File: src/rtl/tiamc1_analog_pkg.sv
// Shared types and helpers for the analog-control-to-position block.
package tiamc1_analog_pkg;

    typedef enum logic [1:0] {
        AM_JOY  = 2'd0,
        AM_PAD  = 2'd1,
        AM_SPIN = 2'd2,
        AM_RSVD = 2'd3
    } amode_t;

    function automatic int unsigned centre(input int unsigned pos_w);
        return 32'd1 << (pos_w - 32'd1);
    endfunction

    // Clamp a signed value into [0, 2**pos_w-1]
    function automatic int unsigned sat_u(input int v, input int unsigned pos_w);
        int max_v;
        max_v = int'((32'd1 << pos_w) - 32'd1);
        if (v < 0) return 32'd0;
        if (v > max_v) return 32'(max_v);
        return 32'(v);
    endfunction

    // Map an 8-bit absolute value onto a pos_w-bit range
    function automatic int unsigned scale8(input int unsigned v8, input int unsigned pos_w);
        if (pos_w >= 32'd8) return v8 << (pos_w - 32'd8);
        return v8 >> (32'd8 - pos_w);
    endfunction

endpackage

File: src/rtl/tiamc1_analog_axis.sv
// One position channel: joystick integrator, paddle follower and spinner
// accumulator sharing a single {pos, frac} register.
module tiamc1_analog_axis
    import tiamc1_analog_pkg::*;
#(
    parameter int unsigned POS_W      = 8,
    parameter int unsigned DEADZONE   = 16,
    parameter int unsigned JOY_SHIFT  = 4,
    parameter int unsigned DIG_STEP   = 2,
    parameter int unsigned SPIN_SHIFT = 1
) (
    input  logic             clk_sys,
    input  logic             reset_n,
    input  amode_t           mode,
    input  logic             invert,
    input  logic             tick,
    input  logic             clear,
    input  logic [7:0]       joy_x,
    input  logic             dig_right,
    input  logic             dig_left,
    input  logic [7:0]       paddle,
    input  logic [7:0]       spin_delta,
    input  logic             spin_tog,
    output logic [POS_W-1:0] pos
);

    localparam int unsigned ACC_W = POS_W + SPIN_SHIFT;
    localparam int unsigned SUM_W = POS_W + 2;
    localparam logic [ACC_W-1:0] ACC_CENTRE = ACC_W'(centre(POS_W)) << SPIN_SHIFT;

    logic [ACC_W-1:0]        acc_q, acc_d;
    logic                    tog_q, tog_d;
    logic                    armed_q, armed_d;
    logic signed [8:0]       x_s;
    logic [8:0]              x_mag;
    logic signed [7:0]       x_step;
    logic signed [SUM_W-1:0] joy_d, joy_sum;
    logic [POS_W-1:0]        joy_pos, pad_pos;
    logic [7:0]              pad_t;
    logic signed [ACC_W-1:0] spin_d;

    // Candidate next positions for each mode
    always_comb begin
        x_s    = 9'(signed'(joy_x));
        x_mag  = x_s[8] ? 9'(-x_s) : 9'(x_s);
        x_step = signed'(joy_x) >>> JOY_SHIFT;
        joy_d  = '0;
        if (x_mag > 9'(DEADZONE)) joy_d = SUM_W'(x_step);
        if (dig_right) joy_d = joy_d + $signed(SUM_W'(DIG_STEP));
        if (dig_left)  joy_d = joy_d - $signed(SUM_W'(DIG_STEP));
        if (invert)    joy_d = -joy_d;
        joy_sum = $signed({2'b00, acc_q[ACC_W-1 -: POS_W]}) + joy_d;
        joy_pos = POS_W'(sat_u(int'(joy_sum), POS_W));

        pad_t   = invert ? 8'(8'd255 - paddle) : paddle;
        pad_pos = POS_W'(scale8(32'(pad_t), POS_W));

        spin_d = ACC_W'(signed'(spin_delta));
        if (invert) spin_d = -spin_d;
    end

    // Mode change wins over any same-cycle tick or toggle
    always_comb begin
        acc_d   = acc_q;
        tog_d   = tog_q;
        armed_d = armed_q;
        if (clear) begin
            acc_d   = ACC_CENTRE;
            armed_d = 1'b0;
        end else begin
            tog_d   = spin_tog;
            armed_d = 1'b1;
            case (mode)
                AM_PAD:  acc_d = ACC_W'(pad_pos) << SPIN_SHIFT;
                AM_SPIN: if (armed_q && (spin_tog != tog_q)) acc_d = acc_q + $unsigned(spin_d);
                default: if (tick) acc_d = ACC_W'(joy_pos) << SPIN_SHIFT;
            endcase
        end
    end

    always_ff @(posedge clk_sys) begin
        if (!reset_n) begin
            acc_q   <= ACC_CENTRE;
            tog_q   <= 1'b0;
            armed_q <= 1'b0;
        end else begin
            acc_q   <= acc_d;
            tog_q   <= tog_d;
            armed_q <= armed_d;
        end
    end

    assign pos = acc_q[ACC_W-1 -: POS_W];

endmodule

File: src/rtl/tiamc1_analog_axes.sv
// hps_io analog controls to NCH absolute dial/pot positions with a
// vblank-synchronised snapshot for the core.
module tiamc1_analog_axes
    import tiamc1_analog_pkg::*;
#(
    parameter int unsigned NCH        = 2,
    parameter int unsigned POS_W      = 8,
    parameter int unsigned DEADZONE   = 16,
    parameter int unsigned RATE_DIV   = 4096,
    parameter int unsigned JOY_SHIFT  = 4,
    parameter int unsigned DIG_STEP   = 2,
    parameter int unsigned SPIN_SHIFT = 1
) (
    input  logic                 clk_sys,
    input  logic                 reset_n,
    input  logic [1:0]           mode,
    input  logic                 invert,
    input  logic [NCH*16-1:0]    joy_analog,
    input  logic [NCH*2-1:0]     joy_dig,
    input  logic [NCH*8-1:0]     paddle,
    input  logic [NCH*9-1:0]     spinner,
    input  logic                 vblank,
    output logic [NCH*POS_W-1:0] pos_live,
    output logic [NCH*POS_W-1:0] pos_frame,
    output logic                 frame_valid
);

    localparam int unsigned DIV_W = $clog2(RATE_DIV);
    localparam logic [DIV_W-1:0] DIV_LAST = DIV_W'(RATE_DIV - 1);
    localparam logic [POS_W-1:0] POS_CENTRE = POS_W'(centre(POS_W));

    logic [DIV_W-1:0]     div_q, div_d;
    amode_t               mode_q, mode_d;
    logic                 vblank_q, vblank_d;
    logic [NCH*POS_W-1:0] pos_frame_q, pos_frame_d;
    logic                 frame_valid_q, frame_valid_d;
    logic                 mode_chg, tick, vb_rise;

    // Shared tick, mode-change detect and snapshot of the pre-update positions
    always_comb begin
        mode_d        = amode_t'(mode);
        mode_chg      = (mode_d != mode_q);
        tick          = (div_q == DIV_LAST);
        div_d         = (mode_chg || tick) ? '0 : div_q + DIV_W'(1);
        vblank_d      = vblank;
        vb_rise       = vblank & ~vblank_q;
        pos_frame_d   = vb_rise ? pos_live : pos_frame_q;
        frame_valid_d = vb_rise;
    end

    always_ff @(posedge clk_sys) begin
        if (!reset_n) begin
            div_q         <= '0;
            mode_q        <= AM_JOY;
            vblank_q      <= 1'b0;
            pos_frame_q   <= {NCH{POS_CENTRE}};
            frame_valid_q <= 1'b0;
        end else begin
            div_q         <= div_d;
            mode_q        <= mode_d;
            vblank_q      <= vblank_d;
            pos_frame_q   <= pos_frame_d;
            frame_valid_q <= frame_valid_d;
        end
    end

    assign pos_frame   = pos_frame_q;
    assign frame_valid = frame_valid_q;

    for (genvar g = 0; g < NCH; g++) begin : g_axis
        tiamc1_analog_axis #(
            .POS_W      (POS_W),
            .DEADZONE   (DEADZONE),
            .JOY_SHIFT  (JOY_SHIFT),
            .DIG_STEP   (DIG_STEP),
            .SPIN_SHIFT (SPIN_SHIFT)
        ) u_axis (
            .clk_sys    (clk_sys),
            .reset_n    (reset_n),
            .mode       (mode_q),
            .invert     (invert),
            .tick       (tick),
            .clear      (mode_chg),
            .joy_x      (joy_analog[g*16 +: 8]),
            .dig_right  (joy_dig[g*2]),
            .dig_left   (joy_dig[g*2+1]),
            .paddle     (paddle[g*8 +: 8]),
            .spin_delta (spinner[g*9 +: 8]),
            .spin_tog   (spinner[g*9+8]),
            .pos        (pos_live[g*POS_W +: POS_W])
        );
    end

endmodule

File: config.mk
export PLATFORM = sky130hd
export DESIGN_NAME = tiamc1_analog_axes
export DESIGN_NICKNAME = d
export VERILOG_FILES = /design/src/rtl/tiamc1_analog_pkg.sv /design/src/rtl/tiamc1_analog_axis.sv /design/src/rtl/tiamc1_analog_axes.sv
export SDC_FILE = /design/constraint.sdc
export NUM_CORES = 1
export LEC_CHECK = 0
export CAP_MARGIN = 15
export CELL_PAD_IN_SITES_DETAIL_PLACEMENT = 1
export CELL_PAD_IN_SITES_GLOBAL_PLACEMENT = 1
export CORE_MARGIN = 10
export CORE_UTILIZATION = 39
export DETAILED_ROUTE_END_ITERATION = 8
export PLACE_DENSITY = 0.87
export SLEW_MARGIN = 0
export SYNTH_ARGS = -nofsm -noshare
export SYNTH_HDL_FRONTEND = slang
export SYNTH_SLANG_ARGS = --single-unit
File: constraint.sdc
create_clock -name clk_sys -period 7.95 [get_ports clk_sys]
set_input_delay 0.795 -clock clk_sys [delete_from_list [all_inputs] [get_ports clk_sys]]
set_output_delay 0.795 -clock clk_sys [all_outputs]
set_load 0.1 [all_outputs]
# Yosys cells after proc, flatten, opt, wreduce, memory -nomap -nowiden
# Cells that the tools add are included.
# classes
n_addsub	17
n_lt_le_gt_ge	6
n_eq_ne	8
muxes	33
bitwise	3
n_reduce_logical	8
# op_table
operator	count
$mux 10	8
$mux 9	8
$mux 8	8
$neg 8->9	4
$pmux 9 s2	2
$add 10x3->10 const B	2
$add 9x10->10	2
$gt 10x9->1 const B	2
$lt 10x1->1 const B	2
$neg 10->10	2
$sub 10x3->10 const B	2
$add 9x9->9	2
$gt 9x5->1 const B	2
$sub 8x8->8 const A	2
$add 12x1->12 const B	1
$eq 12x12->1 const B	1
$mux 1	7
$ne 2x1->1 const B	2
$reduce_and 2->1	2
$reduce_or 2->1	2
$reduce_bool 3->1	1
$eq 2x1->1 const B	1
$eq 2x2->1 const B	1
$logic_and 1x1->1	2
5 further kinds	7
# word_totals
register_bits	53

# Depth between registers and ports, before layout
# logic_depth
depth_word	18
depth_mapped	30
depth_no_buf	30

# Hierarchy
# Synthesis repeated with hierarchy kept, for this count alone.
# unflattened
hier_cells	830
area_unflattened_um2	6538.8
# by_module_without_submodules
mod	instances	cells_per_inst	area_each_um2	seq_area_each_um2
tiamc1_analog_axis at g_axis[1].u_axis	1	366	2850.2	220.2
tiamc1_analog_axis at g_axis[0].u_axis	1	323	2412.3	220.2
tiamc1_analog_axes	1	141	1276.2	640.6

# Worst setup path before layout
# Ideal clock, no wire load.
# synth_path
kind	input to register
start	input joy_analog[0]
end	register g_axis[0].u_axis.acc_q[3]
setup_ns	0.122
arrival_ns	5.828
required_ns	7.828
slack_ns	2.001
path_stages	28
n_path_buf	0
path_cell_list	inv_1 -> ha_1 -> nor4b_1 -> o21ai_1 -> o21a_1 -> o31a_1 -> ha_1 -> a21oi_1 -> a31o_2 -> ha_1 -> and2_1 -> or3_1 -> o21ai_0 -> a21o_1 -> and4_4 -> nor2_1 -> nand2_1 -> o211ai_1 -> ha_1 -> a21oi_1 -> nand2_1 -> o221ai_1 -> a21oi_1 -> mux2i_1 -> nor3_1 -> o31a_1 -> or2_1 -> a221o_1
# synth_between
elab_chain_cells	18
# synth_lines
item	line_no	source
from (decl)	tiamc1_analog_axes.sv:18	input logic [NCH*16-1:0] joy_analog,
$neg 8->9	tiamc1_analog_axis.sv:45	x_mag = x_s[8] ? 9'(-x_s) : 9'(x_s);
$mux 9 (*)	tiamc1_analog_axis.sv:45	
$gt 9x5->1 (*)	tiamc1_analog_axis.sv:48	if (x_mag > 9'(DEADZONE)) joy_d = SUM_W'(x_step);
$mux 10 (*)	tiamc1_analog_axis.sv:48	
$add 10x3->10	tiamc1_analog_axis.sv:49	if (dig_right) joy_d = joy_d + $signed(SUM_W'(DIG_STEP));
$mux 10 (*)	tiamc1_analog_axis.sv:49	
$sub 10x3->10	tiamc1_analog_axis.sv:50	if (dig_left) joy_d = joy_d - $signed(SUM_W'(DIG_STEP));
$mux 10 (*)	tiamc1_analog_axis.sv:50	
$neg 10->10	tiamc1_analog_axis.sv:51	if (invert) joy_d = -joy_d;
$mux 10 (*)	tiamc1_analog_axis.sv:51	
$add 9x10->10 (*)	tiamc1_analog_axis.sv:52	joy_sum = $signed({2'b00, acc_q[ACC_W-1 -: POS_W]}) + joy_d;
$gt 10x9->1	tiamc1_analog_pkg.sv:20	if (v > max_v) return 32'(max_v);
$mux 1 (2 in a row)	tiamc1_analog_pkg.sv:20	
$mux 8	tiamc1_analog_pkg.sv:21	return 32'(v);
$mux 8 (*)	tiamc1_analog_pkg.sv:20	
$mux 9 (*)	tiamc1_analog_axis.sv:76	default: if (tick) acc_d = ACC_W'(joy_pos) << SPIN_SHIFT;
$pmux 9 s2 (*)	tiamc1_analog_axis.sv:73	case (mode)
to (signal assigned)	tiamc1_analog_axis.sv:83	acc_q <= ACC_CENTRE;
to (signal assigned)	tiamc1_analog_axis.sv:87	acc_q <= acc_d;
to (decl)	tiamc1_analog_axis.sv:31	logic [ACC_W-1:0] acc_q, acc_d;
# Mark *: on every way between the ends. The rest lies on a longest branch, timed or not. The select of a mux whose other input is x is not followed.
# A chain may end at the register's enable or synchronous reset.

# Worst setup path in the final report
# layout_path
start	input joy_analog[0]
end	register g_axis[0].u_axis.acc_q[1]
# The elaborated chain is that of the path after synthesis.

==> metrics.txt <==
Hold Fails Final Rpt=0; Reg clk slew, reported paths=70 ps; routed vias/inst=5.55; worst r2r src=g_axis[0].u_axis.acc_q[2]$_SDFFE_PP0P_; FILL cells=1907; drt initial violations=226; clock skew=2.13 ps; postcts setup bufs=0; Setup crit start kind=input pin; register area share after synthesis=17.7%; vias in the first global route=5899; Detailed Route WL=18.2 mm; first-pass GRT wire length=30.0 mm; main flop type after synthesis=dfxtp_1; Static Leak=2.81 nW; post-route ant nets=0; CP Data Arrival Time=7340 ps; ratio of cells with drive above 1 in the final layout=4.24%; slew margin rel.=34.2%; syn_area_per_cell=7.55 um2; ant diodes=0; most common cell after layout, fill and taps aside=nand2_1; Core Util, Final=46.2%; status=finished, final reports clean; kind of critical path=in2reg; PostCTS Resize Cnt=0; Worst R2R Path Depth=12; mapped cell area=0.00600 mm2; period utilisation layout=90.4%; Net Count, Synth=927; Period minus WS final=7180 ps; H-Tree Level Count=2; largest net degree at the start of global routing=49; hold path cells=1; port buffer count=92; Starting Density=39.6%; CP Launch Point=joy_analog[0]; Num Clock Sinks=53; CTS Root Cell=clkbuf_16; initial antenna violation count=0; width of the die=144 um; Cell Rows=45; DR pass1 iterations=4; Die Y=144 um; Cell variety after synth=73; core area=0.0151 mm2; critical-path maximum fanout=5; Ys Warns=0; post-DP HPWL=14.8 mm; drc violations=0; Crit-path slowest cell=clkdlybuf4s50_1; Avg WL per Cell=17.6 um; async set-reset flop share out of synthesis=0%; global placer's final weighted congestion=0.859; cts bufs inserted=5; I/O pin cnt=109; nets@finish=980; RSZ-0062 raised after global routing=false; Fmax achieved=139 MHz; CTS tree=done; critical path's largest stage delay=510 ps; Worst VDD drop=82.4 uV; CP required=8100 ps; power density over the cells=134 mW/mm2; Fin Setup TNS=0 ps; area delta synth->final=16.7%; max cap viols=0; Synth Register Bits=53; Final Setup Violations=0; internal reg-to-reg setup slack=4760 ps; cell count after synthesis=795; HP Class=reg2reg; latest clock arrival within the worst-skew pair=290 ps; global route overflow=0; critical register-to-register path endpoint=g_axis[0].u_axis.acc_q[1]$_SDFFE_PP0P_; GRT Util Overall=17.5%; Worst-Margin Slew=984 ps; hold_buf cts=0; Worst Setup End Kind=register; DR vias=5752; die area=0.0208 mm2; number of synthesized flops with an enable pin=0; crit path capture=g_axis[0].u_axis.acc_q[1]$_SDFFE_PP0P_; most frequent cell on the critical path=ha_1; commonest non-fill, non-tap cells in the layout=nand2_1 (94), clkdlybuf4s50_1 (91), nor2_1 (56); WHS=461 ps; Slew Limit Fails=0; CTS Buffer Depth=2
## through the flow
stage	power, W	instances	instance area, um2	setup slack, ps
final	0.000939	1037	7000	765
after CTS	0.000942	1036	7000	817
after global routing	0.00100	1037	7000	254
after detailed placement	0.000728	1028	6860	529
after floorplan	0.000616	795	6000	2000
after global placement	0.000714	1028	6860	783
## metal layers
| metal | share of wire, % | vias up | global-route usage (%) |
|---|---|---|---|
| li1 | - | 2881 | - |
| met1 | 46 | 2742 | 22.0 |
| met2 | 46 | 105 | 29.5 |
| met3 | 5.8 | 24 | 3.61 |
| met4 | 1.8 | 0 | 4.62 |
| met5 | 0 | - | 0 |
## cells by family after synthesis
logic type / share of synthesized area [%]
mux: 0.896
buf+inv: 7.96
simple gates: 22.6
flops: 17.7
fa+ha+maj: 12.2
xor+xnor: 13.8
compound gates: 25.0
## critical path: cells and delay by family
family / cells / cell delay (ps)
compound gates: 14 / 3330
buf+inv: 2 / 580
simple gates: 9 / 1230
fa+ha+maj: 4 / 1200
mux: 1 / 180
## report_power, final
group          internal, W  switching (W)  leakage [nW]
sequential        0.000273     0.00000947         0.430
clock             0.000117      0.0000949        0.0641
combinational     0.000177       0.000269          2.32
## registers in the layout, indices dropped and copies added, names as in the netlist
signal / flops
frame_valid: 1
vblank_q: 1
pos_frame: 16
g_axis.u_axis.acc_q: 18
g_axis.u_axis.tog_q: 2
mode_q: 2
div_q: 12
g_axis.u_axis.armed_q: 1
## area by class of cell
cell class	instances	area, um2	share of cell area [%]
sequential	53	1060	15.2
clock inverter	1	7.51	0.107
clock buffer	7	133	1.89
tap	188	235	3.36
multi-input combinational	648	4460	63.7
inverter	46	173	2.47
timing repair buffer	94	931	13.3
## cells in the mapped netlist (all sizes together) (3+ instances only)
cell type / number / share of area, %
xor2: 43 / 6.3
nor2b: 16 / 1.7
xnor2: 48 / 7.5
nand2b: 17 / 1.9
and2: 14 / 1.5
and3: 8 / 0.92
nand3: 25 / 2.1
a31o: 3 / 0.44
a31oi: 17 / 2.0
a221oi: 7 / 1.0
clkbuf: 24 / 2.0
nand2: 94 / 5.9
o31a: 4 / 0.58
a211oi: 4 / 0.75
o21ai: 41 / 3.5
a22oi: 9 / 1.1
o31ai: 4 / 0.50
o211ai: 8 / 1.0
a21boi: 21 / 2.7
mux2i: 5 / 0.90
dfxtp: 53 / 18
o41ai: 3 / 0.69
nand4: 8 / 0.83
o221ai: 3 / 0.44
ha: 52 / 11
a21oi: 52 / 4.3
buf: 24 / 3.1
nor4: 4 / 0.42
or2: 4 / 0.46
nor2: 56 / 3.5
fa: 4 / 1.3
o21bai: 7 / 0.88
inv: 46 / 2.9
or3: 5 / 0.52
a21o: 15 / 1.9
nor3: 16 / 1.3
and4: 3 / 0.48
o21a: 8 / 1.0
## worst min path at each step
stage | from | to | slack [ps]
floorplan | vblank_q$_SDFF_PN0_ | frame_valid$_SDFF_PN0_ | 410
global placement | vblank_q$_SDFF_PN0_ | frame_valid$_SDFF_PN0_ | 410
detailed placement | vblank_q$_SDFF_PN0_ | frame_valid$_SDFF_PN0_ | 430
CTS | vblank_q$_SDFF_PN0_ | frame_valid$_SDFF_PN0_ | 440
global route | div_q[0]$_SDFF_PP0_ | div_q[0]$_SDFF_PP0_ | 490
finish | vblank_q$_SDFF_PN0_ | frame_valid$_SDFF_PN0_ | 460
Power figures use the tool's default switching activity.
